==> config.mk <==
export PLATFORM = sky130hd
export DESIGN_NAME = booth_mult8_issue
export DESIGN_NICKNAME = d
export VERILOG_FILES = /design/src/rtl/booth_mult8_pkg.sv /design/src/rtl/booth_issue_fifo.sv /design/src/rtl/booth_mult8_issue.sv
export SDC_FILE = /design/constraint.sdc
export NUM_CORES = 1
export LEC_CHECK = 0
export CORE_ASPECT_RATIO = 0.5
export CORE_MARGIN = 1
export CORE_UTILIZATION = 50
export CTS_BUF_LIST = sky130_fd_sc_hd__clkbuf_16
export DETAILED_ROUTE_END_ITERATION = 7
export PLACE_DENSITY = 0.83
export SETUP_SLACK_MARGIN = 0.02
export SLEW_MARGIN = 20
export SYNTH_ARGS = -nofsm -noshare
export SYNTH_HDL_FRONTEND = slang
export SYNTH_HIERARCHICAL = 1
export SYNTH_SLANG_ARGS = --single-unit
==> constraint.sdc <==
create_clock -name clk -period 6.8 [get_ports clk]
set_input_delay 1.36 -clock clk [delete_from_list [all_inputs] [get_ports clk]]
set_output_delay 1.36 -clock clk [all_outputs]
set_load 0.01 [all_outputs]
==> src/rtl/booth_mult8_pkg.sv <==
// Shared types for the Booth multiplier issue stage.
// Holds the width default, the sign-mode encoding and the issue FSM state encoding.
package booth_mult8_pkg;

    localparam int WIDTH_DEF = 8;

    // Bit 1: A is signed, bit 0: B is signed.
    typedef enum logic [1:0] {
        UU = 2'b00,
        US = 2'b01,
        SU = 2'b10,
        SS = 2'b11
    } sign_mode_t;

    typedef enum logic {
        IDLE = 1'b0,
        BUSY = 1'b1
    } state_t;

endpackage

==> src/rtl/booth_issue_fifo.sv <==
// Operand request FIFO feeding the multiplier issue FSM.
// Ports: clk, rst_n, push/push_data, pop, flush, head_data, empty, full.
module booth_issue_fifo #(
    parameter int DW    = 18,
    parameter int DEPTH = 4
) (
    input  logic          clk,
    input  logic          rst_n,
    input  logic          push,
    input  logic [DW-1:0] push_data,
    input  logic          pop,
    input  logic          flush,
    output logic [DW-1:0] head_data,
    output logic          empty,
    output logic          full
);

    localparam int AW = $clog2(DEPTH);
    localparam logic [AW:0] FULL_CNT = (AW+1)'(DEPTH);

    logic [DW-1:0] mem [DEPTH];
    logic [AW-1:0] wr_ptr;
    logic [AW-1:0] rd_ptr;
    logic [AW:0]   count;
    logic          do_push;
    logic          do_pop;

    assign empty   = (count == '0);
    assign full    = (count == FULL_CNT);
    assign do_push = push && !full;
    assign do_pop  = pop && !empty;

    // Pointers wrap naturally since DEPTH is a power of two.
    always_ff @(posedge clk or negedge rst_n) begin
        if (!rst_n) begin
            wr_ptr <= '0;
            rd_ptr <= '0;
            count  <= '0;
        end else if (flush) begin
            // Flush beats a simultaneous push.
            wr_ptr <= '0;
            rd_ptr <= '0;
            count  <= '0;
        end else begin
            if (do_push) wr_ptr <= wr_ptr + 1'b1;
            if (do_pop)  rd_ptr <= rd_ptr + 1'b1;
            count <= count + {{AW{1'b0}}, do_push}
                           - {{AW{1'b0}}, do_pop};
        end
    end

    always_ff @(posedge clk) begin
        if (do_push && !flush) mem[wr_ptr] <= push_data;
    end

    assign head_data = mem[rd_ptr];

endmodule

==> src/rtl/booth_mult8_issue.sv <==
// Issue stage: queues operand requests and feeds them one at a time to the
// multiplier core, holding each product until the consumer takes it.
// Ports: clk, rst_n; in_valid/in_ready/in_a/in_b/in_sign_mode request side;
// flush; core_start/core_a/core_b/core_sign_mode, core_product/core_done to
// the core; res_valid/res_ready/res_product result side; busy.
// Optional macro BOOTH_ISSUE_TAG_EN adds in_tag and res_tag.
module booth_mult8_issue
    import booth_mult8_pkg::*;
#(
    parameter int WIDTH = WIDTH_DEF,
    parameter int DEPTH = 4
) (
    input  logic               clk,
    input  logic               rst_n,
    input  logic               in_valid,
    output logic               in_ready,
    input  logic [WIDTH-1:0]   in_a,
    input  logic [WIDTH-1:0]   in_b,
    input  logic [1:0]         in_sign_mode,
`ifdef BOOTH_ISSUE_TAG_EN
    input  logic [3:0]         in_tag,
`endif
    input  logic               flush,
    output logic               core_start,
    output logic [WIDTH-1:0]   core_a,
    output logic [WIDTH-1:0]   core_b,
    output logic [1:0]         core_sign_mode,
    input  logic [2*WIDTH-1:0] core_product,
    input  logic               core_done,
    output logic               res_valid,
    input  logic               res_ready,
    output logic [2*WIDTH-1:0] res_product,
`ifdef BOOTH_ISSUE_TAG_EN
    output logic [3:0]         res_tag,
`endif
    output logic               busy
);

`ifdef BOOTH_ISSUE_TAG_EN
    localparam int TW = 4;
`else
    localparam int TW = 0;
`endif
    localparam int DW = 2*WIDTH + 2 + TW;

    state_t           state;
    state_t           state_nxt;
    logic             issue;
    logic             load;
    logic             empty;
    logic             full;
    logic [DW-1:0]    push_data;
    logic [DW-1:0]    head_data;
    logic [WIDTH-1:0] head_a;
    logic [WIDTH-1:0] head_b;
    logic [1:0]       head_mode;

`ifdef BOOTH_ISSUE_TAG_EN
    logic [3:0] head_tag;
    logic [3:0] flight_tag;
    assign push_data = {in_tag, in_sign_mode, in_a, in_b};
    assign {head_tag, head_mode, head_a, head_b} = head_data;
`else
    assign push_data = {in_sign_mode, in_a, in_b};
    assign {head_mode, head_a, head_b} = head_data;
`endif

    assign in_ready = !full;

    booth_issue_fifo #(
        .DW    (DW),
        .DEPTH (DEPTH)
    ) u_fifo (
        .clk       (clk),
        .rst_n     (rst_n),
        .push      (in_valid && in_ready),
        .push_data (push_data),
        .pop       (issue),
        .flush     (flush),
        .head_data (head_data),
        .empty     (empty),
        .full      (full)
    );

    always_ff @(posedge clk or negedge rst_n) begin
        if (!rst_n) state <= IDLE;
        else        state <= state_nxt;
    end

    // Issue only when the result slot is free or being drained this cycle.
    always_comb begin
        state_nxt = state;
        issue     = 1'b0;
        unique case (state)
            IDLE: begin
                if (!empty && !flush && (!res_valid || res_ready)) begin
                    issue     = 1'b1;
                    state_nxt = BUSY;
                end
            end
            BUSY: begin
                if (core_done) state_nxt = IDLE;
            end
        endcase
    end

    always_comb begin
        core_start     = issue;
        core_a         = issue ? head_a : '0;
        core_b         = issue ? head_b : '0;
        core_sign_mode = issue ? head_mode : 2'(UU);
    end

    // core_done outside BUSY is stale and dropped.
    assign load = (state == BUSY) && core_done;

    always_ff @(posedge clk or negedge rst_n) begin
        if (!rst_n) begin
            res_valid   <= 1'b0;
            res_product <= '0;
        end else if (load) begin
            res_valid   <= 1'b1;
            res_product <= core_product;
        end else if (res_ready) begin
            res_valid   <= 1'b0;
        end
    end

`ifdef BOOTH_ISSUE_TAG_EN
    always_ff @(posedge clk or negedge rst_n) begin
        if (!rst_n) begin
            flight_tag <= '0;
            res_tag    <= '0;
        end else begin
            if (issue) flight_tag <= head_tag;
            if (load)  res_tag    <= flight_tag;
        end
    end
`endif

    assign busy = (state == BUSY) || res_valid;

endmodule

==> qor.csv <==
stage,metric,value,unit
cts,clk root buf,clkbuf_16,
route,DRC Markers,0,
synth,Synth top area share,0.543,
die,Die Width,128,um
cells_and_area,final non-filler cell total,402,
place,placed cell count,386,
synth,"Seq/Total Area, Yosys",0.700,
route,first drt pass iteration count,4,
cts,Clock Path Buffers,2,
route,Routed WL,7.91,mm
cts,PostCTS Resize Cnt,0,
synth,"count leader, synth",edfxtp_1,
cells_and_area,"Design Area, Final",0.00515,mm^2
worst_setup_path,worst setup path category,in2out,
synth,synthesis-stage register bit count,97,
worst_setup_path,reg2reg setup slack,3.63,ns
sta,Achievable Freq,200,MHz
cts,TritonCTS buffer count,9,
die,IO Count,78,
synth,YS warnings,6,
synth,Unique masters post-synth,29,
route,routed vias/inst,5.55,
grt,largest net degree at the start of global routing,26,
worst_setup_path,reg2reg start,u_fifo/count[1],
route,Routed Antenna Nets,0,
grt,vias in the first global route,2395,
worst_setup_path,Arrival @ worst endpoint,3.64,ns
route,First DRT Iteration DRCs,141,
place,routability congestion estimate,0.743,
place,input/output buffers,77,
sta,final clock skew,0.00686,ns
synth,Post-Syn Instances,211,
die,Initial Utilization,0.530,
synth,leading post-synthesis cells by cell area,"edfxtp_1 (54%), dfrtp_1 (16%), mux4_2 (10%)",
hold_path,min-delay src,res_product[1],
sta,Final WS setup,1.80,ns
sta,crit path time final,5.00,ns
sta,pin slew with the least headroom to its limit,1.03,ns
grt,first-pass GRT wire length,12.4,mm
die,Chip Height,65.1,um
worst_setup_path,critical path endpoint category,primary output,
hold_path,HP Class,reg2reg,
cts,CTS Hold Bufs,0,
synth,number of synthesized flops with an enable pin,72,
sta,setup_tns,0,ns
sta,RSZ-0062 raised after global routing,false,
route,per-cell routed wire length,19.7,um
cells_and_area,share of layout cells above drive strength 1,0.190,
cells_and_area,Area growth syn-to-layout,29.3,%
place,pre-CTS setup slack,1.79,ns
synth,Post-Syn Area,0.00398,mm^2
flow_run,Max Cap Violations,0,
synth,Mapped Nets,258,
sta,Final Hold Fails,0,
cts,CTS tree,done,
worst_setup_path,crit path max fanout,20,
place,Detailed Place HPWL,4.93,mm
cells_and_area,fill count,500,
worst_setup_path,CP Launch Type,primary input,
die,die area,0.00835,mm^2
cells_and_area,Final nets,336,
pwr,Pwr Density,367,mW/mm^2
worst_setup_path,FF-to-FF path depth,12,
grt,antenna violations before repair,0,
place,dpl cell area,0.00483,mm^2
synth,post-synth top area cell,edfxtp_1,
pwr,Design Power,0.00189,W
cts,postcts setup bufs,0,
cells_and_area,# diodes,0,
synth,Post-synth top cells,"edfxtp_1 (72), dfrtp_1 (25), mux4_2 (18), nor4b_1 (18), mux2_4 (9)",
sta,Rel. slew slack,0.316,
cts,Worst-Skew Late Latency,0.34,ns
sta,Final Setup Violations,0,
die,Site Rows,22,
cts,clock-pin slew on the worst setup and hold paths,0.07,ns
synth,ys flop type,edfxtp_1,
hold_path,"Endpoint, Worst Hold",res_product[1],
grt,All-Layer GR Usage,0.210,
pwr,Leak Pwr,1.82,nW
route,vias,2230,
grt,remaining global-route overflow,0,
pwr,maximum vdd drop,0.000242,V
sta,Final Max Tran Viols,0,
die,core area,0.00751,mm^2
status,outcome,finished clean,
cts,Clock Sinks,97,
synth,average size of a mapped cell,18.9,um^2
worst_setup_path,required time worst endpoint,5.44,ns
sta,fin crit share,0.735,
worst_setup_path,FF-to-FF End,u_fifo/count[2],
cts,# H-tree levels,3,
hold_path,WHS Path Cells,1,
synth,Post-synth ARST share,0.258,
==> worst max path at each step <==
| stage | from | end | slack, ns | depth (start not counted) |
|---|---|---|---|---|
| after CTS | flush | core_a[0] | 1.82 | 4 |
| final | flush | core_sign_mode[0] | 1.80 | 4 |
| after detailed placement | flush | core_b[3] | 1.79 | 4 |
| after global routing | flush | core_a[0] | 1.68 | 4 |
| after global placement | flush | core_b[0] | 1.93 | 4 |
| after floorplan | flush | core_b[0] | 3.25 | 3 |
==> registers in the layout (all words and copies together), names as in the netlist <==
| name | count |
|---|---|
| state | 1 |
| u_fifo/rd_ptr | 2 |
| u_fifo/wr_ptr | 2 |
| res_valid | 1 |
| res_product | 16 |
| u_fifo/count | 3 |
| u_fifo/mem | 72 |
==> cells in the final DEF, fill, tap and decap left out, types with 6 or more instances in the layout <==
master | netlist | layout
clkbuf_16 | 0 | 9
clkdlybuf4s50_1 | 0 | 76
dfrtp_1 | 25 | 25
edfxtp_1 | 72 | 72
ha_1 | 6 | 6
inv_1 | 8 | 9
mux2_2 | 7 | 7
mux2_4 | 9 | 9
mux4_2 | 18 | 18
nor4b_1 | 18 | 18
==> cells by family after synthesis <==
kind of cell / count (synthesis) / share of synthesized area
adders and majority gates: 7 / 0.0239
DFF: 97 / 0.700
buffers and inverters: 20 / 0.0258
and+or+nand+nor: 43 / 0.0770
AOI/OAI and AO/OA: 6 / 0.00880
muxes: 35 / 0.158
xor gates and xnor gates: 3 / 0.00660
==> final cells by class <==
class | instances | area [um^2] | share of cell area
flip-flops and latches | 97 | 2790 | 0.541
inverters | 8 | 30.0 | 0.00583
well taps | 108 | 135 | 0.0262
multi-input cells | 94 | 1090 | 0.212
clock buffers | 9 | 225 | 0.0437
repair buffers | 79 | 781 | 0.152
clock inverters | 7 | 98.8 | 0.0192
==> worst max-delay path: stages <==
cell and delay [ns]:
clkdlybuf4s50_1 0.57, or2_1 0.60, nor4b_1 0.46, clkdlybuf4s50_1 0.63
==> routing by layer <==
metal / vias up / global-route usage / share of wire / wire length [um]
met1: 1144 / 0.254 / 0.41 / 3270
met4: 0 / 0.112 / 0.024 / 187
met2: 93 / 0.347 / 0.50 / 3950
met3: 18 / 0.0594 / 0.064 / 506
met5: - / 0 / 0 / 0
li1: 975 / - / - / -
==> stage by stage <==
| step | hold slack (ns) | util |
|---|---|---|
| after floorplan | 0.507 | - |
| after global placement | 0.488 | 0.643 |
| after detailed placement | 0.493 | 0.643 |
| after CTS | 0.510 | 0.686 |
| after global routing | 0.517 | 0.685 |
| final | 0.506 | 0.685 |
==> power by group <==
group,total [W],internal [W],switching (W)
logic,0.000543,0.000318,0.000225
registers,0.000800,0.000731,0.0000690
clock network,0.000546,0.000325,0.000220
No activity file was read; power rests on OpenSTA's default activity.
